===== config.mk =====
export PLATFORM = sky130hd
export DESIGN_NAME = pushbutton_debounce
export DESIGN_NICKNAME = d
export VERILOG_FILES = /design/src/rtl/pushbutton_debounce_pkg.sv /design/src/rtl/input_synchronizer.sv /design/src/rtl/pushbutton_debounce.sv
export SDC_FILE = /design/constraint.sdc
export NUM_CORES = 1
export LEC_CHECK = 0
export ABC_AREA = 1
export BUFFER_PORTS_ARGS = -buffer_cell sky130_fd_sc_hd__buf_2
export CORE_AREA = 4 4 41 43
export DETAILED_ROUTE_END_ITERATION = 8
export DIE_AREA = 0 0 45 47
export PLACE_DENSITY = 0.72
export SYNTH_ARGS = -nofsm -noshare
export SYNTH_HDL_FRONTEND = slang
export SYNTH_SLANG_ARGS = --single-unit

===== constraint.sdc =====
create_clock -name clk -period 1.6 [get_ports clk]
set_input_delay 0.24 -clock clk [delete_from_list [all_inputs] [get_ports clk]]
set_output_delay 0.24 -clock clk [all_outputs]
set_load 0.03 [all_outputs]

===== src/rtl/pushbutton_debounce_pkg.sv =====
// +----------------------------------------------------------------------------+
// | pushbutton_debounce_pkg                                                    |
// | Shared state encoding and width helper for the push-button debouncer.      |
// | Revision: 1.0                                                              |
// +----------------------------------------------------------------------------+
`default_nettype none

package pushbutton_debounce_pkg;

  typedef enum logic [1:0] {
    IDLE         = 2'd0,
    WAIT_PRESS   = 2'd1,
    HELD         = 2'd2,
    WAIT_RELEASE = 2'd3
  } debounce_state_t;

  // Bits needed to hold values 0..max_count; never narrower than one bit.
  function automatic int CNT_W(input int max_count);
    return (max_count < 1) ? 1 : $clog2(max_count + 1);
  endfunction

endpackage : pushbutton_debounce_pkg

`default_nettype wire


===== src/rtl/input_synchronizer.sv =====
// +----------------------------------------------------------------------------+
// | input_synchronizer                                                         |
// | SYNC_STAGES-deep flop chain bringing an asynchronous level into clk.       |
// | Revision: 1.0                                                              |
// +----------------------------------------------------------------------------+
`default_nettype none

module input_synchronizer #(
  parameter int SYNC_STAGES = 2
) (
  input  logic clk,
  input  logic rst,
  input  logic i_async,
  output logic o_sync
);

  logic [SYNC_STAGES-1:0] r_sync;

  always_ff @(posedge clk) begin
    if (rst) begin
      r_sync <= '0;
    end else begin
      r_sync <= {r_sync[SYNC_STAGES-2:0], i_async};
    end
  end

  assign o_sync = r_sync[SYNC_STAGES-1];

endmodule : input_synchronizer

`default_nettype wire


===== src/rtl/pushbutton_debounce.sv =====
// +----------------------------------------------------------------------------+
// | pushbutton_debounce                                                        |
// | Synchronizes and debounces a push-button; registered level, press and      |
// | release strobes. Define PUSHBUTTON_AUTOREPEAT_EN for held-key auto-repeat. |
// | Revision: 1.0                                                              |
// +----------------------------------------------------------------------------+
`default_nettype none

module pushbutton_debounce
  import pushbutton_debounce_pkg::*;
#(
  parameter int SYNC_STAGES          = 2,
  parameter int DEBOUNCE_CYCLES      = 16,
  parameter int REPEAT_DELAY_CYCLES  = 64,
  parameter int REPEAT_PERIOD_CYCLES = 16
) (
  input  logic clk,
  input  logic reset,
  input  logic btn_raw,
  output logic btn_level,
  output logic press_pulse,
  output logic release_pulse
);

  localparam int                 c_CNT_W   = CNT_W(DEBOUNCE_CYCLES);
  localparam logic [c_CNT_W-1:0] c_CNT_MAX = c_CNT_W'(DEBOUNCE_CYCLES);
  localparam logic [c_CNT_W-1:0] c_CNT_ONE = c_CNT_W'(1);

  if (SYNC_STAGES < 2) begin : g_chk_sync
    $error("pushbutton_debounce: SYNC_STAGES must be at least 2");
  end
  if (DEBOUNCE_CYCLES < 1) begin : g_chk_debounce
    $error("pushbutton_debounce: DEBOUNCE_CYCLES must be at least 1");
  end
  if (REPEAT_DELAY_CYCLES < 1 || REPEAT_PERIOD_CYCLES < 1) begin : g_chk_repeat
    $error("pushbutton_debounce: repeat delay and period must be at least 1");
  end

  logic            w_s;
  debounce_state_t r_state;
  debounce_state_t w_state_nxt;
  logic [c_CNT_W-1:0] r_cnt;
  logic [c_CNT_W-1:0] w_cnt_nxt;
  logic            r_level;
  logic            w_level_nxt;
  logic            r_press;
  logic            w_press_nxt;
  logic            r_release;
  logic            w_release_nxt;
  logic            w_rpt_fire;

  input_synchronizer #(
    .SYNC_STAGES (SYNC_STAGES)
  ) u_sync (
    .clk     (clk),
    .rst     (reset),
    .i_async (btn_raw),
    .o_sync  (w_s)
  );

  always_ff @(posedge clk) begin
    if (reset) begin
      r_state   <= IDLE;
      r_cnt     <= '0;
      r_level   <= 1'b0;
      r_press   <= 1'b0;
      r_release <= 1'b0;
    end else begin
      r_state   <= w_state_nxt;
      r_cnt     <= w_cnt_nxt;
      r_level   <= w_level_nxt;
      r_press   <= w_press_nxt;
      r_release <= w_release_nxt;
    end
  end

  // Strobes are computed from the transition and registered with the state,
  // so they line up exactly with the cycle btn_level changes.
  always_comb begin
    w_state_nxt   = r_state;
    w_cnt_nxt     = r_cnt;
    w_level_nxt   = r_level;
    w_press_nxt   = 1'b0;
    w_release_nxt = 1'b0;
    unique case (r_state)
      IDLE: begin
        if (w_s) begin
          w_state_nxt = WAIT_PRESS;
          w_cnt_nxt   = c_CNT_ONE;
        end
      end
      WAIT_PRESS: begin
        if (!w_s) begin
          w_state_nxt = IDLE;
          w_cnt_nxt   = '0;
        end else if (r_cnt == c_CNT_MAX) begin
          w_state_nxt = HELD;
          w_cnt_nxt   = '0;
          w_level_nxt = 1'b1;
          w_press_nxt = 1'b1;
        end else begin
          w_cnt_nxt   = r_cnt + c_CNT_ONE;
        end
      end
      HELD: begin
        if (!w_s) begin
          w_state_nxt = WAIT_RELEASE;
          w_cnt_nxt   = c_CNT_ONE;
        end else begin
          w_press_nxt = w_rpt_fire;
        end
      end
      WAIT_RELEASE: begin
        if (w_s) begin
          w_state_nxt = HELD;
          w_cnt_nxt   = '0;
        end else if (r_cnt == c_CNT_MAX) begin
          w_state_nxt   = IDLE;
          w_cnt_nxt     = '0;
          w_level_nxt   = 1'b0;
          w_release_nxt = 1'b1;
        end else begin
          w_cnt_nxt     = r_cnt + c_CNT_ONE;
        end
      end
      default: begin
        w_state_nxt = IDLE;
        w_cnt_nxt   = '0;
      end
    endcase
  end

`ifdef PUSHBUTTON_AUTOREPEAT_EN
  localparam int c_RPT_MAX = (REPEAT_DELAY_CYCLES > REPEAT_PERIOD_CYCLES) ?
                             REPEAT_DELAY_CYCLES : REPEAT_PERIOD_CYCLES;
  localparam int                 c_RPT_W          = CNT_W(c_RPT_MAX);
  localparam logic [c_RPT_W-1:0] c_RPT_DELAY_LAST = c_RPT_W'(REPEAT_DELAY_CYCLES - 1);
  localparam logic [c_RPT_W-1:0] c_RPT_PERIOD_LAST = c_RPT_W'(REPEAT_PERIOD_CYCLES - 1);

  logic [c_RPT_W-1:0] r_rpt_cnt;
  logic               r_rpt_periodic;
  logic [c_RPT_W-1:0] w_rpt_last;

  assign w_rpt_last = r_rpt_periodic ? c_RPT_PERIOD_LAST : c_RPT_DELAY_LAST;
  assign w_rpt_fire = (r_state == HELD) && w_s && (r_rpt_cnt == w_rpt_last);

  // Counts only while HELD persists; any other cycle restarts the delay phase.
  always_ff @(posedge clk) begin
    if (reset) begin
      r_rpt_cnt      <= '0;
      r_rpt_periodic <= 1'b0;
    end else if (r_state == HELD && w_state_nxt == HELD) begin
      if (w_rpt_fire) begin
        r_rpt_cnt      <= '0;
        r_rpt_periodic <= 1'b1;
      end else begin
        r_rpt_cnt      <= r_rpt_cnt + c_RPT_W'(1);
      end
    end else begin
      r_rpt_cnt      <= '0;
      r_rpt_periodic <= 1'b0;
    end
  end
`else
  assign w_rpt_fire = 1'b0;
`endif

  assign btn_level     = r_level;
  assign press_pulse   = r_press;
  assign release_pulse = r_release;

endmodule : pushbutton_debounce

`default_nettype wire


# After elaboration in Yosys (flattened, before gate mapping)
# Cells that the tools add are included.
# word_totals
in_bits	3
regBits	12
elab_cells	48
out_inout_bits	3
# classes
mux	19
addsub	1
reduce_logical	7
n_eq_ne	12
bitwise_logic	3
# op_table
cell	count
5-bit 2-to-1 mux	5
5-bit case mux with 4 select lines	1
2-bit 2-to-1 mux	6
2-bit != test, second input constant	4
2-bit case mux with 4 select lines	1
3-bit OR reduction	2
5-bit by 1-bit adder with 5-bit output, second input constant	1
5-bit equality test, second input constant	1
1-bit 2-to-1 mux	5
5-bit AND reduction	1
2-bit equality test, second input constant	2
2-bit by 1-bit != test with 1-bit output, second input constant	2
4-bit AND reduction	1
3-bit by 2-bit != test with 1-bit output, second input constant	1
3-bit != test, second input constant	1
1-bit inverter	3
2-bit by 1-bit equality test with 1-bit output, second input constant	1
2-bit zero test	1
1-bit case mux with 2 select lines	1
2-bit AND reduction	1
2-bit nonzero test	1

# Logic depth before layout (Yosys ltp)
# Gate-level depths: netlist of run 1.
# depth
word_depth	4
ltp_mapped	8
ltp_nobuf	8

# By module
# A second synthesis of run 1 with hierarchy kept.
# unflattened
hier_cells	78
area_unflattened_um2	578.1
# modules_own_cells
mod	seq_area_each_um2	cells_each	area_each_um2	instances
pushbutton_debounce	200.2	72	523.0	1
input_synchronizer	40.0	6	55.1	1

# Worst setup path before layout of run 1
# Ideal clock, no wire load.
# synth_timing
path_kind	flip-flop to flip-flop
start	register r_cnt[0]
end	register with a tool-made name
slack_ps	495
setup_ps	113
period_less_slack_ps	1105
stages_incl_launch_ff	8
required_time_ps	1487
t_arrival_ps	992
path_buffers	0
cell_sequence	dfxtp_1 > inv_1 > ha_1 > nand2_2 > nor2_4 > nand2_1 > o21ai_1 > nor2_1
# synth_lines
item	line	rtl
start, declared	pushbutton_debounce.sv:42	logic [c_CNT_W-1:0] r_cnt;
start signal, assigned	pushbutton_debounce.sv:70	r_cnt <= w_cnt_nxt;

==> metrics.md, run 1 <==
| Metric | Value |
|---|---|
| Clock buffer depth | 2 |
| Iter 0 DRT Violations | 11 |
| Number of CTS-inserted buffers | 3 |
| Cell area after technology mapping | approximately 570 sq um |
| Die area | around 2100 sq um |
| Non-Filler Cell Area, Final | about 650 sq um |
| Hold path endpoint | u_sync.r_sync[0]$_SDFF_PP0_ |
| Min-delay src | btn_raw |
| Clk sink count | 12 |
| Crit path arrival time | 1.35 ns |
| Clock root buffer master | clkbuf_4 |
| Placeable core region | ~1300 sq um |
| Switching power summed over all nets | approximately 0.12 mW |
| Ratio of cells with drive above 1 in the final layout | 23.3% |
| Via count of the first global-routing pass | approximately 440 |
| Pins Over Slew Limit | 0 |
| Headroom to the max-slew limit | 82.8% |
| Global-route congestion overflow total | 0 |
| Outcome | finished clean |
| Seq/Total Area, Yosys | 42.1% |
| Clock edge transition at the registers on the reported setup and hold paths | ~0.07 ns |
| Clock tree from TritonCTS | built |
| Transition time at the pin with the least slew margin | ~0.26 ns |
| Total via count in the routed design | around 500 |
| Count of endpoints failing setup in the final report | 0 |
| Sequential power share | 53.6% |
| Global-route wire length before repair | 1.70 mm |
| Net count of the mapped netlist | 86 |
| Number of antenna violations at the first check in global routing | 0 |
| Beginning of the worst register-to-register path | r_cnt[0]$_SDFFE_PP0P_ |
| Capturing element type of the critical path | flop |
| I/O pin count | 6 |
| Average wire per cell in the routed design | around 9.3 um |
| Finished Core Util | 50.0% |
| Insertion delay of the later-clocked pin in the worst-skew pair | around 0.28 ns |
| Clock Skew | ~0.0014 ns |
| Critical path required time | roughly 1.8 ns |
| Min Clock Period, post-route | 1.17 ns |
| Hold-fix buffers, CTS | 0 |
| Unrepaired setup endpoints after global routing | no |
| VDD IR-drop max | 396 uV |
| Clock network fraction of total power | 42.1% |
| Remaining antenna violation count | 0 |
| Initial Utilization | between 40% and 50% |
| Post-cts sizing count | 0 |
| Internal Pwr Total | about 0.45 mW |
| Combinational power share | under 10% |
| Worst hold path stage count | 3 |
| Total GRT Usage | 11.7% |
| Chip height | ~47 um |
| Total power density per cell area | between 800 and 900 nW/um^2 |
| Pin count of the biggest net entering global routing | 8 |
| Count of yosys warnings during synthesis | 0 |
| Startpoint-to-endpoint class of the critical path | reg2reg |
| Tcrit/Tclk final | approximately three quarters |
| Synthesized area divided by synthesized cell count | a little over 7 sq um |
| Worst hold path class | in2reg |
| First-pass iteration count of the detailed router | 4 |
| Buffers added on ports | 5 |
| CP Launch Point | r_cnt[0]$_SDFFE_PP0P_ |
| Number of setup buffers added after CTS | 0 |
| Max Clock Freq | 852 MHz |
| # rows | 13 |
| Flop-to-flop setup slack | ~0.43 ns |
| Vias/cell | between 4 and 5 |
| Fraction of power spent switching nets | between 20% and 30% |
| H-tree Lvls | 1 |
| Setup_tns | 0 ns |
| Number of unique standard cell types used by synthesis | 15 |
| Number of synthesized register bits | 12 |
| Number of failing hold endpoints at the final stage | 0 |
| Leakage Power | about 0.28 nW |
| Remaining routing DRC violations | 0 |
| Drt total wl | 977 um |
| Max Cap Viol | 0 |
| GPL Wtd Cong | slightly above 0.7 |
| Antenna diode instance count | 0 |
| Maximum fanout count along the critical path | 5 |
| Area post-placement | about 610 sq um |
| Final Net Count | between 90 and 100 |
| Overall die width | 45 um |
| Critical Path Source Type | flop |
| Detailed-placement wirelength estimate | ~770 um |
| Layout overhead on the synthesized area | 14.0% |
| Synthesized instance count | a little over 80 |
| Number of cells on the worst reg-to-reg path | 7 |
[sequential cells by signal, summed over array words and instances (netlist names), named ones only]
register and flops:
release_pulse 1, press_pulse 1, btn_level 1, u_sync.r_sync 2
r_state 1, r_cnt 5
[through the flow]
stage	setup slack, ns	power [mW]	hold WS (ns)	instances
global placement	0.441	0.339	0.392	101
global route	0.289	0.603	0.185	105
detailed placement	0.421	0.339	0.399	101
CTS	0.405	0.588	0.157	105
floorplan	0.495	0.331	0.309	81
finish	0.426	0.573	0.165	105
[metal layers]
metal  global-route usage [%]  wire [um]  vias up  part of all wire (%)
li1                         -          -      276                     -
met1                     13.7        504      207                    52
met2                     17.2        387        8                    40
met3                     3.45         45        5                   4.6
met5                        0          0        -                     0
met4                     10.5         40        0                   4.1
[logic make-up (layout without fill, tap and decap cells)]
family / after synthesis / after routing / share of synthesized area (%)
AO/OA/AOI/OAI: 9 / 9 / 7.89
AND/OR/NAND/NOR: 45 / 45 / 37.1
flip-flops: 12 / 12 / 42.1
adder cells (fa/ha/maj): 2 / 2 / 4.39
buffers and inverters: 13 / 22 / 8.55
[cells in the final DEF (no fill, tap or decap), types with 2 or more instances in the layout]
master | netlist | routed
nand2_2 | 4 | 4
o21ai_1 | 4 | 4
a21oi_1 | 4 | 4
ha_1 | 2 | 2
nor2_1 | 9 | 9
inv_2 | 5 | 5
dfxtp_1 | 12 | 12
nand3_1 | 9 | 9
buf_2 | 0 | 5
inv_1 | 8 | 8
nand2_1 | 18 | 18
clkbuf_4 | 0 | 3
nand4_1 | 2 | 2
[worst max-delay path, cell delays in order (launching register included)]
cell,delay [ns]
dfxtp_1,0.34
inv_1,0.08
ha_1,0.17
nand2_2,0.07
nor2_4,0.15
nand2_1,0.08
o21ai_1,0.12
nor2_1,0.05
[synthesized netlist by cell type]
| master | n | area [sq um] |
|---|---|---|
| inv_2 | 5 | 18.8 |
| nand2_2 | 4 | 25.0 |
| nor2_2 | 1 | 6.26 |
| nand3_1 | 9 | 45.0 |
| nand3_2 | 1 | 10.0 |
| nor2_4 | 1 | 11.3 |
| nand2_1 | 18 | 67.6 |
| o21ai_0 | 1 | 5.00 |
| o21ai_1 | 4 | 20.0 |
| dfxtp_1 | 12 | 240 |
| nor2_1 | 9 | 33.8 |
| ha_1 | 2 | 25.0 |
| a21oi_1 | 4 | 20.0 |
| inv_1 | 8 | 30.0 |
| nand4_1 | 2 | 12.5 |
[worst max-delay path by stage]
stage | to | slack [ns] | cells past startpoint
3_3_place_gp | flop | 0.44 | 7
2_1_floorplan | flop | 0.50 | 7
4_1_cts | flop | 0.40 | 7
5_1_grt | flop | 0.29 | 7
6_report | flop | 0.43 | 7
3_5_place_dp | r_cnt[3]$_SDFFE_PP0P_ | 0.42 | 7
[area by class of cell]
class / instances / area (sq um)
Clock buffer: 4 / 36.3
Fill cell: 140 / 651
Inverter: 13 / 48.8
Multi-Input combinational cell: 56 / 282
Sequential cell: 12 / 240
Tap cell: 15 / 18.8
Timing Repair Buffer: 5 / 25.0
[power groups by stage]
stage	registers (mW)	logic, mW	clock network [mW]
final	0.307	0.0248	0.241
after global routing	0.308	0.0289	0.266
after CTS	0.307	0.0252	0.256
after detailed placement	0.314	0.0251	0
after global placement	0.314	0.0251	0
after floorplan	0.313	0.0173	0
Power figures use the tool's default switching activity.
==> run 2: changes to the inputs <==
--- a/config.mk
+++ b/config.mk
@@ -10,7 +10,7 @@
 export CORE_AREA = 4 4 41 43
 export DETAILED_ROUTE_END_ITERATION = 8
 export DIE_AREA = 0 0 45 47
-export PLACE_DENSITY = 0.72
+export PLACE_DENSITY = 0.75
 export SYNTH_ARGS = -nofsm -noshare
 export SYNTH_HDL_FRONTEND = slang
 export SYNTH_SLANG_ARGS = --single-unit
==> constraint.sdc (replaced) <==
create_clock -name clk -period 1 [get_ports clk]
set_input_delay 0.15 -clock clk [delete_from_list [all_inputs] [get_ports clk]]
set_output_delay 0.15 -clock clk [all_outputs]
set_load 0.03 [all_outputs]
==> run 2 against run 1 <==
Combinational power is 120% higher. Sequential power is 60% higher. Fmax is 11% higher. Critical path type unchanged. Flip-flop and latch count stayed put. Clock skew is 0.0026 ns higher. Largest cell class unchanged. Global-route usage is 1.0 points higher. Total power is 62% higher. Non-clock buffer count is 8 higher. The run now ends with negative setup slack left. Largest power group unchanged. Cell count is 7.6% higher.
==> metrics.md, run 2 (synthesis gave the netlist of run 1 again) <==
| Metric | Value |
|---|---|
| Outcome | finished, violations left |
| Violated checks | negative setup slack |
| H-tree Lvls | 1 (unchanged) |
| Crit path arrival time | 1.22 ns (-0.13 ns) |
| Die area | 2120 sq um (unchanged) |
| Met1 global-route usage | 15.2% (+1.6 points) |
| # rows | 13 (unchanged) |
| Critical path's largest stage delay | 0.34 ns (about the same) |
| Finished Core Util | 56.9% (+6.9 points) |
| Critical path's top delay family | flip-flops |
| Min Hold Slack | 0.0834 ns (-0.0818 ns) |
| Critical path required time | 1.17 ns (-0.61 ns) |
| Antenna diode instance count | 0 (unchanged) |
| Area of the multi-input gates | 308 sq um (+9.3%) |
| Average wire per cell in the routed design | 9.35 um (+0.43%) |
| Total GRT Usage | 12.7% (+1.0 points) |
| Worst-path cell chain | inv_2 > ha_4 > nand2_4 > nor2_4 > nand2_2 > o21ai_1 > nor2_1 |
| Buffers added on ports | 5 (unchanged) |
| Pin count of the biggest net entering global routing | 8 (unchanged) |
| Detailed-placement wirelength estimate | 842 um (+9.4%) |
| Transition time at the pin with the least slew margin | 0.168 ns (-0.0897 ns) |
| Least setup slack across all paths after layout | -0.0532 ns (-0.479 ns) |
| Total power density per cell area | 1250 nW/um^2 (+42%) |
| Beginning of the worst register-to-register path | r_cnt[0]$_SDFFE_PP0P_ |
| Worst hold path class | in2reg |
| Clk sink count | 12 (unchanged) |
| Final Net Count | 104 (+8.3%) |
| Critical Path Source Type | flop |
| Most common cell after layout, fill and taps aside | nand2_1 |
| Clock tree from TritonCTS | built |
| Leakage Power | 0.334 nW (+17%) |
| Overall die width | 45 um (unchanged) |
| Tcrit/Tclk final | 105% (+32 points) |
| Max Clock Freq | 949 MHz (+11%) |
| Non-Filler Cell Area, Final | 741 sq um (+14%) |
| Global-route wire length before repair | 1.90 mm (+12%) |
| Clock root buffer master | clkbuf_4 |
| Insertion delay of the later-clocked pin in the worst-skew pair | 0.27 ns (about the same) |
| Number of antenna violations at the first check in global routing | 0 (unchanged) |
| Min-delay src | btn_raw |
| Global-route congestion overflow total | 0 (unchanged) |
| Place WS | -0.0757 ns (-0.497 ns) |
| Met2 track demand over resource in global routing | 20.6% (+3.4 points) |
| Iter 0 DRT Violations | 12 (+1) |
| Storage element area | 244 sq um (+1.6%) |
| Clock edge transition at the registers on the reported setup and hold paths | 0.07 ns (about the same) |
| Slowest cell on the critical path | dfxtp_2 |
| Layout overhead on the synthesized area | 29.8% |
| Fillers | 131 (-6.4%) |
| Total via count in the routed design | 542 (+9.3%) |
| Startpoint-to-endpoint class of the critical path | reg2reg |
| VDD IR-drop max | 642 uV (+62%) |
| Global routing usage on met3 | 2.30% (-1.1 points) |
| Clock buffer depth | 2 (unchanged) |
| First-pass iteration count of the detailed router | 4 (unchanged) |
| Number of CTS-inserted buffers | 3 (unchanged) |
| Worst hold path stage count | 3 (unchanged) |
| CP Launch Point | r_cnt[0]$_SDFFE_PP0P_ |
| Vias/cell | 4.80 (+1.5%) |
| Instance count on the critical path | 7 (unchanged) |
| Headroom to the max-slew limit | 88.8% (+6.0 points) |
| Drt total wl | 1.06 mm (+8.1%) |
| Hold-fix buffers, CTS | 0 (unchanged) |
| Registers with the highest flip-flop counts | r_cnt x5, u_sync.r_sync x2 |
| Area post-placement | 682 sq um (+11%) |
| Gr busiest metal | met2 |
| Chip height | 47 um (unchanged) |
| Count of endpoints failing setup in the final report | 8 (+8) |
| Max Cap Viol | 0 (unchanged) |
| Unrepaired setup endpoints after global routing | yes |
| Initial Utilization | 43.8% (unchanged) |
| Clock Skew | 0.00391 ns (+0.00256 ns) |
| Largest register by flop count | r_cnt |
| Most frequent cells in the layout | nand2_1, nand3_1, nor2_1, dfxtp_1, buf_4 |
| Combined buffer and inverter count along the critical path | 1 (unchanged) |
| GPL Wtd Cong | 0.772 (+7.9%) |
| Remaining routing DRC violations | 0 (unchanged) |
| Pins Over Slew Limit | 0 (unchanged) |
| I/O pin count | 6 (unchanged) |
| Min Clock Period, post-route | 1.05 ns (-0.121 ns) |
| Placeable core region | 1300 sq um (unchanged) |
| Maximum fanout count along the critical path | 5 (unchanged) |
| Via count of the first global-routing pass | 488 (+11%) |
| Max reg flops | 5 (unchanged) |
| Remaining antenna violation count | 0 (unchanged) |
| Capturing element type of the critical path | flop |
| Number of failing hold endpoints at the final stage | 0 (unchanged) |
| Number of cells on the worst reg-to-reg path | 7 (unchanged) |
| Ratio of cells with drive above 1 in the final layout | 38.8% (+15 points) |
==> run 2: area by class of cell <==
cell class | instances | share of cell area (%)
well taps | 15 | 2.53
repair buffers | 13 | 11.5
flip-flops and latches | 12 | 32.9
multi-input cells | 56 | 41.6
clock buffers | 4 | 4.90
inverters | 13 | 6.59
==> run 2: power breakdown <==
part | internal, mW | leakage, nW | switching [mW]
combinational | 0.0232 | 0.214 | 0.0320
sequential | 0.485 | 0.0986 | 0.00605
clock | 0.221 | 0.0210 | 0.161
==> run 2: stage by stage <==
| stage | power (mW) | setup TNS (ns) | instances |
|---|---|---|---|
| 4_1_cts | 0.943 | -0.407 | 113 |
| 3_3_place_gp | 0.551 | -0.106 | 108 |
| 2_1_floorplan | 0.533 | -0.0330 | 81 |
| 5_1_grt | 0.974 | -0.943 | 113 |
| 3_5_place_dp | 0.552 | -0.207 | 108 |
| 6_report | 0.929 | -0.159 | 113 |
==> run 2: timing repair <==
item	CTS	global route
gates cloned	0	0
setup endpoints to repair	7	10
gates resized for setup	1	5
buffers inserted	1	0
hold endpoints to repair	0	0
pin swaps	2	4
==> run 2: worst paths after layout <==
kind	to	slack [ns]
max reg2reg	flop	-0.05
min	u_sync.r_sync[0]$_SDFF_PP0_	0.08
max	flop	-0.05
min reg2reg	u_sync.r_sync[1]$_SDFF_PP0_	0.40
==> run 2: routing by layer <==
metal	vias up	wire length, um
li1	293	-
met1	233	482
met2	13	483
met3	3	64
met4	0	25
met5	-	0
==> run 2: worst min-delay path, cell delays in order <==
cell and delay (ns):
buf_2 0.08, inv_1 0.03, nor2_1 0.07
==> run 3: changes to the inputs <==
--- a/config.mk
+++ b/config.mk
@@ -6,11 +6,11 @@
 export NUM_CORES = 1
 export LEC_CHECK = 0
 export ABC_AREA = 1
-export BUFFER_PORTS_ARGS = -buffer_cell sky130_fd_sc_hd__buf_2
 export CORE_AREA = 4 4 41 43
 export DETAILED_ROUTE_END_ITERATION = 8
 export DIE_AREA = 0 0 45 47
-export PLACE_DENSITY = 0.75
+export DONT_BUFFER_PORTS = 1
+export PLACE_DENSITY = 0.7
 export SYNTH_ARGS = -nofsm -noshare
 export SYNTH_HDL_FRONTEND = slang
 export SYNTH_SLANG_ARGS = --single-unit
==> run 3 against run 2 <==
The run still ends with negative setup slack left. Cell count is 3.5% lower. Flip-flop and latch count did not move. Fmax shrank 6.6%. Worst setup slack worse by 0.075 ns. Critical path depth unchanged. Register-to-register slack got worse by 0.07 ns. Worst hold slack improved by 0.021 ns. Sequential share of layout area is 0.18 points higher. First-iteration DRC count is 50% lower. Critical path type unchanged.
==> metrics.md, run 3 (synthesis gave the netlist of run 1 again) <==
| Metric | Value |
|---|---|
| Outcome | finished, violations left |
| Violated checks | negative setup slack |
| Combined buffer and inverter count along the critical path | 1 (unchanged) |
| Critical Path Source Type | flop |
| Total GRT Usage | 12.6% (-0.079 points) |
| Largest register by flop count | r_cnt |
| Min Clock Period, post-route | 1.13 ns (+0.0746 ns) |
| Global-route congestion overflow total | 0 (unchanged) |
| Critical path's top delay family | flip-flops |
| Buffers added on ports | 0 (-5) |
| Most common cell after layout, fill and taps aside | nand2_1 |
| Chip height | 47 um (unchanged) |
| Worst-path cell chain | inv_4 > ha_4 > nand2_4 > nor2_4 > nand2_1 > o21ai_1 > nor2_1 |
| Registers with the highest flip-flop counts | r_cnt x5, u_sync.r_sync x2 |
| Clk sink count | 12 (unchanged) |
| Placeable core region | 1300 sq um (unchanged) |
| First-pass iteration count of the detailed router | 4 (unchanged) |
| Max reg flops | 5 (unchanged) |
| Number of CTS-inserted buffers | 3 (unchanged) |
| Number of cells in the design after placement | 102 (-5.6%) |
| Total power density per cell area | 1230 nW/um^2 (-2.0%) |
| Vias/cell | 4.87 (+1.6%) |
| Leakage Power | 0.320 nW (-4.2%) |
| Total power draw | 0.937 mW (+0.94%) |
| Met1 global-route usage | 15.2% (unchanged) |
| Worst hold path class | in2reg |
| GPL Wtd Cong | 0.868 (+13%) |
| Critical path required time | 1.17 ns (about the same) |
| H-tree Lvls | 1 (unchanged) |
| Count of endpoints failing setup in the final report | 9 (+1) |
| Startpoint-to-endpoint class of the critical path | reg2reg |
| Initial Utilization | 43.8% (unchanged) |
| Critical path's largest stage delay | 0.37 ns (+0.03 ns) |
| Unrepaired setup endpoints after global routing | yes |
| Setup_tns | -0.565 ns (-0.407 ns) |
| Average wire per cell in the routed design | 11.0 um (+18%) |
| Final std cells w/o fill | 109 (-3.5%) |
| # rows | 13 (unchanged) |
| Clock tree from TritonCTS | built |
| Clock buffer depth | 2 (unchanged) |
| Pins Over Slew Limit | 0 (unchanged) |
| Max Clock Freq | 887 MHz (-6.6%) |
| Non-Filler Cell Area, Final | 763 sq um (+3.0%) |
| Maximum fanout count along the critical path | 5 (unchanged) |
| Final Net Count | 100 (-3.8%) |
| Clock root buffer master | clkbuf_4 |
| Min Hold Slack | 0.104 ns (+0.0209 ns) |
| Die area | 2120 sq um (unchanged) |
| Gr busiest metal | met2 |
| Number of antenna violations at the first check in global routing | 0 (unchanged) |
| Detailed-placement wirelength estimate | 828 um (-1.7%) |
| Layout overhead on the synthesized area | 33.8% |
| Clock edge transition at the registers on the reported setup and hold paths | 0.08 ns (about the same) |
| Met2 track demand over resource in global routing | 21.2% (+0.56 points) |
| Clock Skew | 0.00106 ns (-0.00285 ns) |
| Tcrit/Tclk final | 113% (+7.5 points) |
| Capturing element type of the critical path | flop |
| Slowest cell on the critical path | dfxtp_4 |
| I/O pin count | 6 (unchanged) |
| Via count of the first global-routing pass | 479 (-1.8%) |
| Crit path arrival time | 1.30 ns (+0.08 ns) |
| Drt total wl | 1.20 mm (+14%) |
| Transition time at the pin with the least slew margin | 0.295 ns (+0.127 ns) |
| Pin count of the biggest net entering global routing | 8 (unchanged) |
| Global routing usage on met3 | 2.30% (unchanged) |
| Least setup slack across all paths after layout | -0.128 ns (-0.0746 ns) |
| Antenna diode instance count | 0 (unchanged) |
| Headroom to the max-slew limit | 80.3% (-8.5 points) |
| Area post-placement | 649 sq um (-4.8%) |
| VDD IR-drop max | 884 uV (+38%) |
| Most frequent cells in the layout | nand2_1, nor2_1, nand3_1, dfxtp_1 |
| Overall die width | 45 um (unchanged) |
| Iter 0 DRT Violations | 6 (-6) |
| Max Cap Viol | 0 (unchanged) |
| Place WS | -0.0736 ns (+0.00213 ns) |
| Insertion delay of the later-clocked pin in the worst-skew pair | 0.27 ns (about the same) |
| Remaining routing DRC violations | 0 (unchanged) |
| Remaining antenna violation count | 0 (unchanged) |
| Total via count in the routed design | 531 (-2.0%) |
| Ratio of cells with drive above 1 in the final layout | 37.2% (-1.5 points) |
| Global-route wire length before repair | 1.91 mm (+0.37%) |
| Number of failing hold endpoints at the final stage | 0 (unchanged) |
| Finished Core Util | 58.7% (+1.7 points) |
-- run 3: power breakdown --
group	internal (mW)	switching [mW]	leakage [nW]
Combinational	0.0275	0.0331	0.199
Sequential	0.479	0.00899	0.100
Clock	0.221	0.167	0.0210
-- run 3: repair_timing --
| item | in CTS | in global routing |
|---|---|---|
| pin swaps | 1 | 4 |
| endpoints found under the hold margin | 6 | 0 |
| hold buffers | 2 | 0 |
| setup endpoints to repair | 7 | 10 |
| setup buffers | 0 | 1 |
| gates resized for setup | 1 | 15 |
-- run 3: cell type report --
| type | instances | area [sq um] |
|---|---|---|
| Timing Repair Buffer | 9 | 72.6 |
| Sequential cell | 12 | 253 |
| Multi-Input combinational cell | 56 | 332 |
| Inverter | 13 | 51.3 |
| Clock buffer | 4 | 36.3 |
| Fill cell | 124 | 538 |
| Tap cell | 15 | 18.8 |
-- run 3: routing by layer --
layer	share of wire (%)	routed length [um]
met5	0	0
met4	1.1	13
met3	3.3	40
met2	50	605
met1	45	542
-- run 3: final timing paths --
| path | depth (start not counted) | startpoint | endpoint | slack [ns] |
|---|---|---|---|---|
| hold reg to reg | 2 | u_sync.r_sync[0]$_SDFF_PP0_ | u_sync.r_sync[1]$_SDFF_PP0_ | 0.41 |
| hold / removal | 3 | reset | r_cnt[2]$_SDFFE_PP0P_ | 0.10 |
| setup / recovery | 7 | r_cnt[0]$_SDFFE_PP0P_ | flop | -0.13 |
| setup reg to reg | 7 | r_cnt[0]$_SDFFE_PP0P_ | flop | -0.13 |
-- run 3: tightest hold or removal path: stages --
cell and delay [ns]:
inv_1 0.07, nand2_1 0.08, nor2_1 0.03
